$ cat src/rtl/if_fetch_unit.sv
// Instruction fetch stage: word-addressed PC, single-outstanding req/ack memory port,
// and a small prefetch queue feeding decode. A redirect flushes the queue and refetches.
module if_fetch_unit #(
    parameter int              ADDR_W   = 16,
    parameter int              DATA_W   = 16,
    parameter int              DEPTH    = 2,
    parameter logic [ADDR_W-1:0] RESET_PC = '0
) (
    input  logic              clk,
    input  logic              reset,
    output logic              imem_req,
    output logic [ADDR_W-1:0] imem_addr,
    input  logic              imem_ack,
    input  logic [DATA_W-1:0] imem_rdata,
    input  logic              redirect,
    input  logic [ADDR_W-1:0] redirect_pc,
    output logic [DATA_W-1:0] inst_out,
    output logic [ADDR_W-1:0] pc_out,
    output logic              ready,
    input  logic              take
);

    localparam int PTR_W = (DEPTH > 1) ? $clog2(DEPTH) : 1;
    localparam int CNT_W = PTR_W + 1;

    typedef enum logic [1:0] {
        IDLE,
        WAIT,
        DROP
    } state_t;

    state_t            state_q, state_d;
    logic [ADDR_W-1:0] fetch_pc_q, fetch_pc_d;
    logic [ADDR_W-1:0] drop_addr_q, drop_addr_d;
    logic [PTR_W-1:0]  head_q, head_d;
    logic [PTR_W-1:0]  tail_q, tail_d;
    logic [CNT_W-1:0]  count_q, count_d;
    logic [DATA_W-1:0] inst_mem_q [DEPTH];
    logic [ADDR_W-1:0] pc_mem_q   [DEPTH];
    logic              push;
    logic              pop;

    // Fetch FSM next state. A request in flight when a redirect arrives is parked in
    // DROP so its late response can be swallowed without stalling the new PC update.
    always_comb begin
        // NOTE: every variable gets a default before the case so no latch is inferred.
        state_d     = state_q;
        fetch_pc_d  = fetch_pc_q;
        drop_addr_d = drop_addr_q;
        push        = 1'b0;
        unique case (state_q)
            IDLE: begin
                if (!redirect && (count_q < CNT_W'(DEPTH))) state_d = WAIT;
            end
            WAIT: begin
                if (redirect) begin
                    state_d     = imem_ack ? IDLE : DROP;
                    drop_addr_d = fetch_pc_q;
                end else if (imem_ack) begin
                    push       = 1'b1;
                    fetch_pc_d = fetch_pc_q + ADDR_W'(1);
                    state_d    = IDLE;
                end
            end
            DROP: begin
                if (imem_ack) state_d = IDLE;
            end
            default: state_d = IDLE;
        endcase
        if (redirect) fetch_pc_d = redirect_pc;
    end

    // Queue bookkeeping; redirect wins over both push and pop.
    always_comb begin
        pop     = take && (count_q != '0) && !redirect;
        head_d  = head_q;
        tail_d  = tail_q;
        count_d = count_q;
        if (redirect) begin
            head_d  = '0;
            tail_d  = '0;
            count_d = '0;
        end else begin
            if (push) tail_d = tail_q + PTR_W'(1);
            if (pop)  head_d = head_q + PTR_W'(1);
            unique case ({push, pop})
                2'b10:   count_d = count_q + CNT_W'(1);
                2'b01:   count_d = count_q - CNT_W'(1);
                default: count_d = count_q;
            endcase
        end
    end

    always_ff @(posedge clk or posedge reset) begin
        // NOTE: sequential state uses non-blocking assignments so all registers update together.
        if (reset) begin
            state_q     <= IDLE;
            fetch_pc_q  <= RESET_PC;
            drop_addr_q <= RESET_PC;
            head_q      <= '0;
            tail_q      <= '0;
            count_q     <= '0;
        end else begin
            state_q     <= state_d;
            fetch_pc_q  <= fetch_pc_d;
            drop_addr_q <= drop_addr_d;
            head_q      <= head_d;
            tail_q      <= tail_d;
            count_q     <= count_d;
        end
    end

    // NOTE: queue storage has no reset; entries are only visible when count_q says they are valid.
    always_ff @(posedge clk) begin
        if (push) begin
            inst_mem_q[tail_q] <= imem_rdata;
            pc_mem_q[tail_q]   <= fetch_pc_q;
        end
    end

    assign imem_req  = (state_q != IDLE);
    assign imem_addr = (state_q == DROP) ? drop_addr_q : fetch_pc_q;
    assign ready     = (count_q != '0);
    assign inst_out  = ready ? inst_mem_q[head_q] : '0;
    assign pc_out    = ready ? pc_mem_q[head_q] : '0;

endmodule

$ cat config.mk
export PLATFORM = sky130hd
export DESIGN_NAME = if_fetch_unit
export DESIGN_NICKNAME = d
export VERILOG_FILES = /design/src/rtl/if_fetch_unit.sv
export SDC_FILE = /design/constraint.sdc
export NUM_CORES = 1
export LEC_CHECK = 0
export BUFFER_PORTS_ARGS = -buffer_cell sky130_fd_sc_hd__buf_2
export CAP_MARGIN = 5
export CELL_PAD_IN_SITES_DETAIL_PLACEMENT = 1
export CELL_PAD_IN_SITES_GLOBAL_PLACEMENT = 2
export CORE_ASPECT_RATIO = 0.5
export CORE_UTILIZATION = 25
export CTS_CLUSTER_DIAMETER = 120
export CTS_CLUSTER_SIZE = 30
export DETAILED_ROUTE_END_ITERATION = 16
export PLACE_DENSITY = 0.59
export SLEW_MARGIN = 20
export SYNTH_ARGS = -nofsm -noshare
export SYNTH_HDL_FRONTEND = slang
export SYNTH_SLANG_ARGS = --single-unit
export TNS_END_PERCENT = 20
$ cat constraint.sdc
create_clock -name clk -period 5.61 [get_ports clk]
set_input_delay 0.2805 -clock clk [delete_from_list [all_inputs] [get_ports clk]]
set_output_delay 0.2805 -clock clk [all_outputs]
set_load 0.02 [all_outputs]
# Word-level counts from Yosys, hierarchy flattened

Memories as Yosys holds them, arrays and structs flattened.
Cells that the tools add are included.

Add/subtract/negate cells: 5
Magnitude comparators: 1
Equality and inequality tests: 5
Muxes and demuxes: 22
Reductions and logical operators: 14

Operators by type and width:

| operator                                         | number |
|---|---|
| 2-to-1 mux 16 bit                                | 6 |
| adder 16 x 1 -> 16 bit, second input constant    | 1 |
| nonzero test 2 bit                               | 6 |
| 2-to-1 mux 2 bit                                 | 5 |
| 2-to-1 mux 1 bit                                 | 9 |
| case mux 2 bit (3 select lines)                  | 1 |
| == test 2 x 1 -> 1 bit, second input constant    | 2 |
| == test 2 bit, second input constant             | 2 |
| case mux 2 bit (2 select lines)                  | 1 |
| AND reduction 2 bit                              | 2 |
| logical AND 1 bit                                | 3 |
| nonzero test 3 bit                               | 1 |
| adder 1 bit, second input constant               | 2 |
| adder 2 x 1 -> 2 bit, second input constant      | 1 |
| zero test 2 bit                                  | 1 |
| < comparator 2 bit, second input constant        | 1 |
| != test 2 bit, second input constant             | 1 |
| subtractor 2 x 1 -> 2 bit, second input constant | 1 |
| zero test 1 bit                                  | 1 |

Register bits: 38
Memory bits (writable): 64
Bits of input ports: 37
Output and inout bits: 50
Logic and storage cells: 55
Memories kept: 2

Memories:

| name       | depth | bits a word | rd ports | clocked after Yosys merged registers in | write ports | RTL line | source |
|---|---|---|---|---|---|---|---|
| inst_mem_q | 2     | 16          | 1        | 0                                       | 1           | 38       | `logic [DATA_W-1:0] inst_mem_q [DEPTH];` |
| pc_mem_q   | 2     | 16          | 1        | 0                                       | 1           | 39       | `logic [ADDR_W-1:0] pc_mem_q [DEPTH];` |

# Logic depth before layout (Yosys ltp)

Word-level depth: 6
Depth in mapped cells: 6
Depth with buffers taken out: 5

# Least setup slack after synthesis

Ideal clock, no wire load.

Kind: input-to-reg
Start point: input port redirect
End point: memory inst_mem_q[0][0] (enable)
Library setup time: 461 ps
Arrival: 2842 ps
Required time: 5149 ps
Path slack: 2307 ps
Cell stages on the path: 3
Path buffers: 2
Cell sequence: clkbuf_1 buf_6 nor3_1

Word-level cells in the longest chain between the ends: 4

Ends and longest elaborated chain:

| element                                | RTL line | source |
|---|---|---|
| from (decl)                            | 15       | `input logic redirect,` |
| 2-to-1 mux 1 bit                       | 56       | `if (redirect) begin` |
| 2-to-1 mux 1 bit                       | 51       | `unique case (state_q)` |
| 2-to-1 mux 1 bit                       | 115      | `if (push) begin` |
| 2-to-1 mux 1 bit (not written as such) | 116      | `inst_mem_q[tail_q] <= imem_rdata;` |
| to (decl)                              | 38       |  |

Every way passes these cells.

# Worst setup path after layout

Start point: register head_q
End point: output port pc_out[15]

Word-level cells in the longest chain between the ends: 2

Ends and longest elaborated chain:

| element                | RTL line | source |
|---|---|---|
| from (decl)            | 35       | `logic [PTR_W-1:0] head_q, head_d;` |
| from (signal assigned) | 100      | `head_q <= '0;` |
| from (signal assigned) | 107      | `head_q <= head_d;` |
| memory (2 x 16 bit)    | -        |  |
| 2-to-1 mux 16 bit      | 125      | `assign pc_out = ready ? pc_mem_q[head_q] : '0;` |
| to (decl)              | 18       | `output logic [ADDR_W-1:0] pc_out,` |

Every way passes these cells.

==> out/results.tsv <==
metric	value	unit
max-slew violations	0	
reg-to-reg startpoint	state_q[1]	
Via Count	2759	
Slowest-stage cell, CP	dfrtp_2	
number of max-cap violations	0	
CORE AREA	16760	um2
vias in the first global route	2836	
r2r setup slk	3.47	ns
CP endpoint kind	output pin	
clock buffer depth	2	
dpl hpwl	6.938	mm
DR WL/cell	15.63	um
routed vias/inst	4.284	
synthesized instance count	330	
CTS tree	done	
CP bufs+invs	1	
HP Class	in2async	
Power, Total	0.001751	W
placed cell area	5045	um2
Slew headroom	0.3346	
Rows	33	
minimum clock period	2.231	ns
IO Count	87	
Filler Cells Inserted	1852	
gr ovfl total	0	
cts bufs inserted	9	
unrepaired setup endpoints after global routing	no	
Pre-antenna DRT Iters	4	
area leader, netlist	edfxtp_1	
Die Ht	95.62	um
sequential cell area	2874	um2
first-pass GRT wire length	15.79	mm
Post-synth EDFFs	64	
Starting Density	0.2614	
Final setup viols	0	
endpoints failing hold	0	
Sink Count	102	
CTS Root Cell	clkbuf_16	
worst skew pair latency	0.34	ns
hold_buf cts	0	
CP delay by family, top	flip-flops	
final WL	10.07	mm
Nets	450	
leakage	2.040	nW
Die W	189.2	um
CTS resizes	0	
ys async rst share	0.3725	
Clk pin slew, worst setup/hold paths	0.07	ns
die area	18090	um2
Iter 0 DRT Violations	114	
H-tree levels	3	
final design utilization	0.3192	
Port Buffers	86	
synthesized area	4382	um2
Area Overhead vs Synth	22.10	%
Synth Register Bits	102	
Crit Path Class	reg2out	
gr usage total	0.1164	
Max stage delay on crit path	1.02	ns
Synth top area share	0.4386	
diode count	0	
synthesized area per cell	13.28	um2
Final Skew	0.007894	ns
top_reg_cell synth	edfxtp_1	
post-synthesis sequential area ratio	0.6556	
initial antenna violation count	0	
Register-to-Register Path Depth	2	
CP max FO	33	
status	completed	
DRT antenna net count	0	
area of the multi-input gates	1396	um2
Final GP Congestion	0.6982	
DR DRC count	0	
worst-path cell chain	mux2i_1, nor2_1, buf_2	
hold_ws	0.05240	ns
CP Data Arrival Time	1.95	ns
Worst-Margin Slew	0.9981	ns
largest net degree at the start of global routing	39	
startpoint types	flip-flop	
Peak VDD IR	0.1515	mV
Finished Cell Area	5350	um2
reg2reg end	pc_mem_q[1][7]	
CP required	5.33	ns
Synth cell types	37	
share of layout cells above drive strength 1	0.3405	
Post-Syn Nets	368	
PwrDens	327.3	nW/um2
Max Fclk	448.2	MHz
Yosys warning total	0	
top cells by area, synth	edfxtp_1, dfrtp_1, mux2i_1, mux2_2, nor2_1	
Tcrit/Tclk final	0.3977	
Post-CTS Setup Bufs	0	
setup TNS	0	ns
-- final cells by class --
type / instances / share of cell area
Sequential cell: 102 / 0.5372
Multi-Input combinational cell: 200 / 0.2610
Timing Repair Buffer: 89 / 0.08466
Tap cell: 227 / 0.05309
Clock buffer: 9 / 0.04210
Clock inverter: 7 / 0.01497
Inverter: 10 / 0.007016
-- kinds of logic after synthesis --
kind of cell | synth area share
AO/OA/AOI/OAI | 0.04255
XOR/XNOR | 0.02199
adder cells (fa/ha/maj) | 0.002855
buffers and inverters | 0.02770
flip-flops | 0.6556
multiplexers | 0.1473
AND/OR/NAND/NOR | 0.1019
-- synthesized netlist by cell type, types with 3 or more instances --
cell       n
edfxtp_1  64
nor2_1    42
dfrtp_1   38
mux2i_1   33
mux2_2    28
nand2_1   22
clkbuf_1  14
o21ai_0   13
inv_1      9
xnor2_1    8
o21ai_1    6
a31oi_1    5
nor3_1     5
or3_1      5
or4_1      4
nand3_1    3
nand4_1    3
xor2_1     3
-- worst max path at each step --
stage	startpoint	end	slack, ns	depth (start not counted)
2_1_floorplan	redirect	inst_mem_q[0][0]	2.31	3
3_3_place_gp	redirect	inst_mem_q[1][10]	3.45	3
3_5_place_dp	redirect	inst_mem_q[1][13]	3.44	3
4_1_cts	head_q	pc_out[3]	3.28	3
5_1_grt	head_q	inst_out[15]	3.17	3
6_report	head_q	pc_out[15]	3.38	3
-- registers in the layout, indices dropped and copies added, names as in the netlist --
name	flops
inst_mem_q	32
head_q	1
tail_q	1
drop_addr_q	16
pc_mem_q	32
fetch_pc_q	16
count_q	2
state_q	2
-- through the flow --
stage          cells  setup WS (ns)
6_report         644          3.379
5_1_grt          644          3.166
4_1_cts          644          3.281
3_5_place_dp     628          3.436
3_3_place_gp     628          3.451
2_1_floorplan    330          2.307
-- metal layers --
layer / vias to the layer above / wire length (um) / track usage
li1: 1352 / - / -
met1: 1361 / 5193 / 0.1639
met2: 39 / 4515 / 0.1792
met3: 7 / 283 / 0.02981
met4: 0 / 72 / 0.02621
met5: - / 0 / 0
-- worst reg2reg max path, cell delays in order, from the launching register on --
cell	delay (ns)
dfrtp_1	0.43
and3b_1	0.51
and3_2	0.82
-- where the power goes --
part	internal [W]	leakage, nW	switching (W)
clock	0.000352	0.143	0.000282
combinational	0.0000925	0.859	0.000113
sequential	0.000860	1.04	0.0000521
-- layout by cell type, fill, tap and decap left out, types with 4 or more instances in the layout --
cell type	instances
nor3_1	4
nor2_1	41
o21ai_1	6
or4_1	4
edfxtp_1	64
buf_2	86
xnor2_1	8
a31oi_1	5
inv_1	9
clkbuf_16	9
o21ai_0	13
dfrtp_1	37
mux2i_1	33
or3_1	5
nand2_1	22
mux2_2	28
Power figures use the tool's default switching activity.
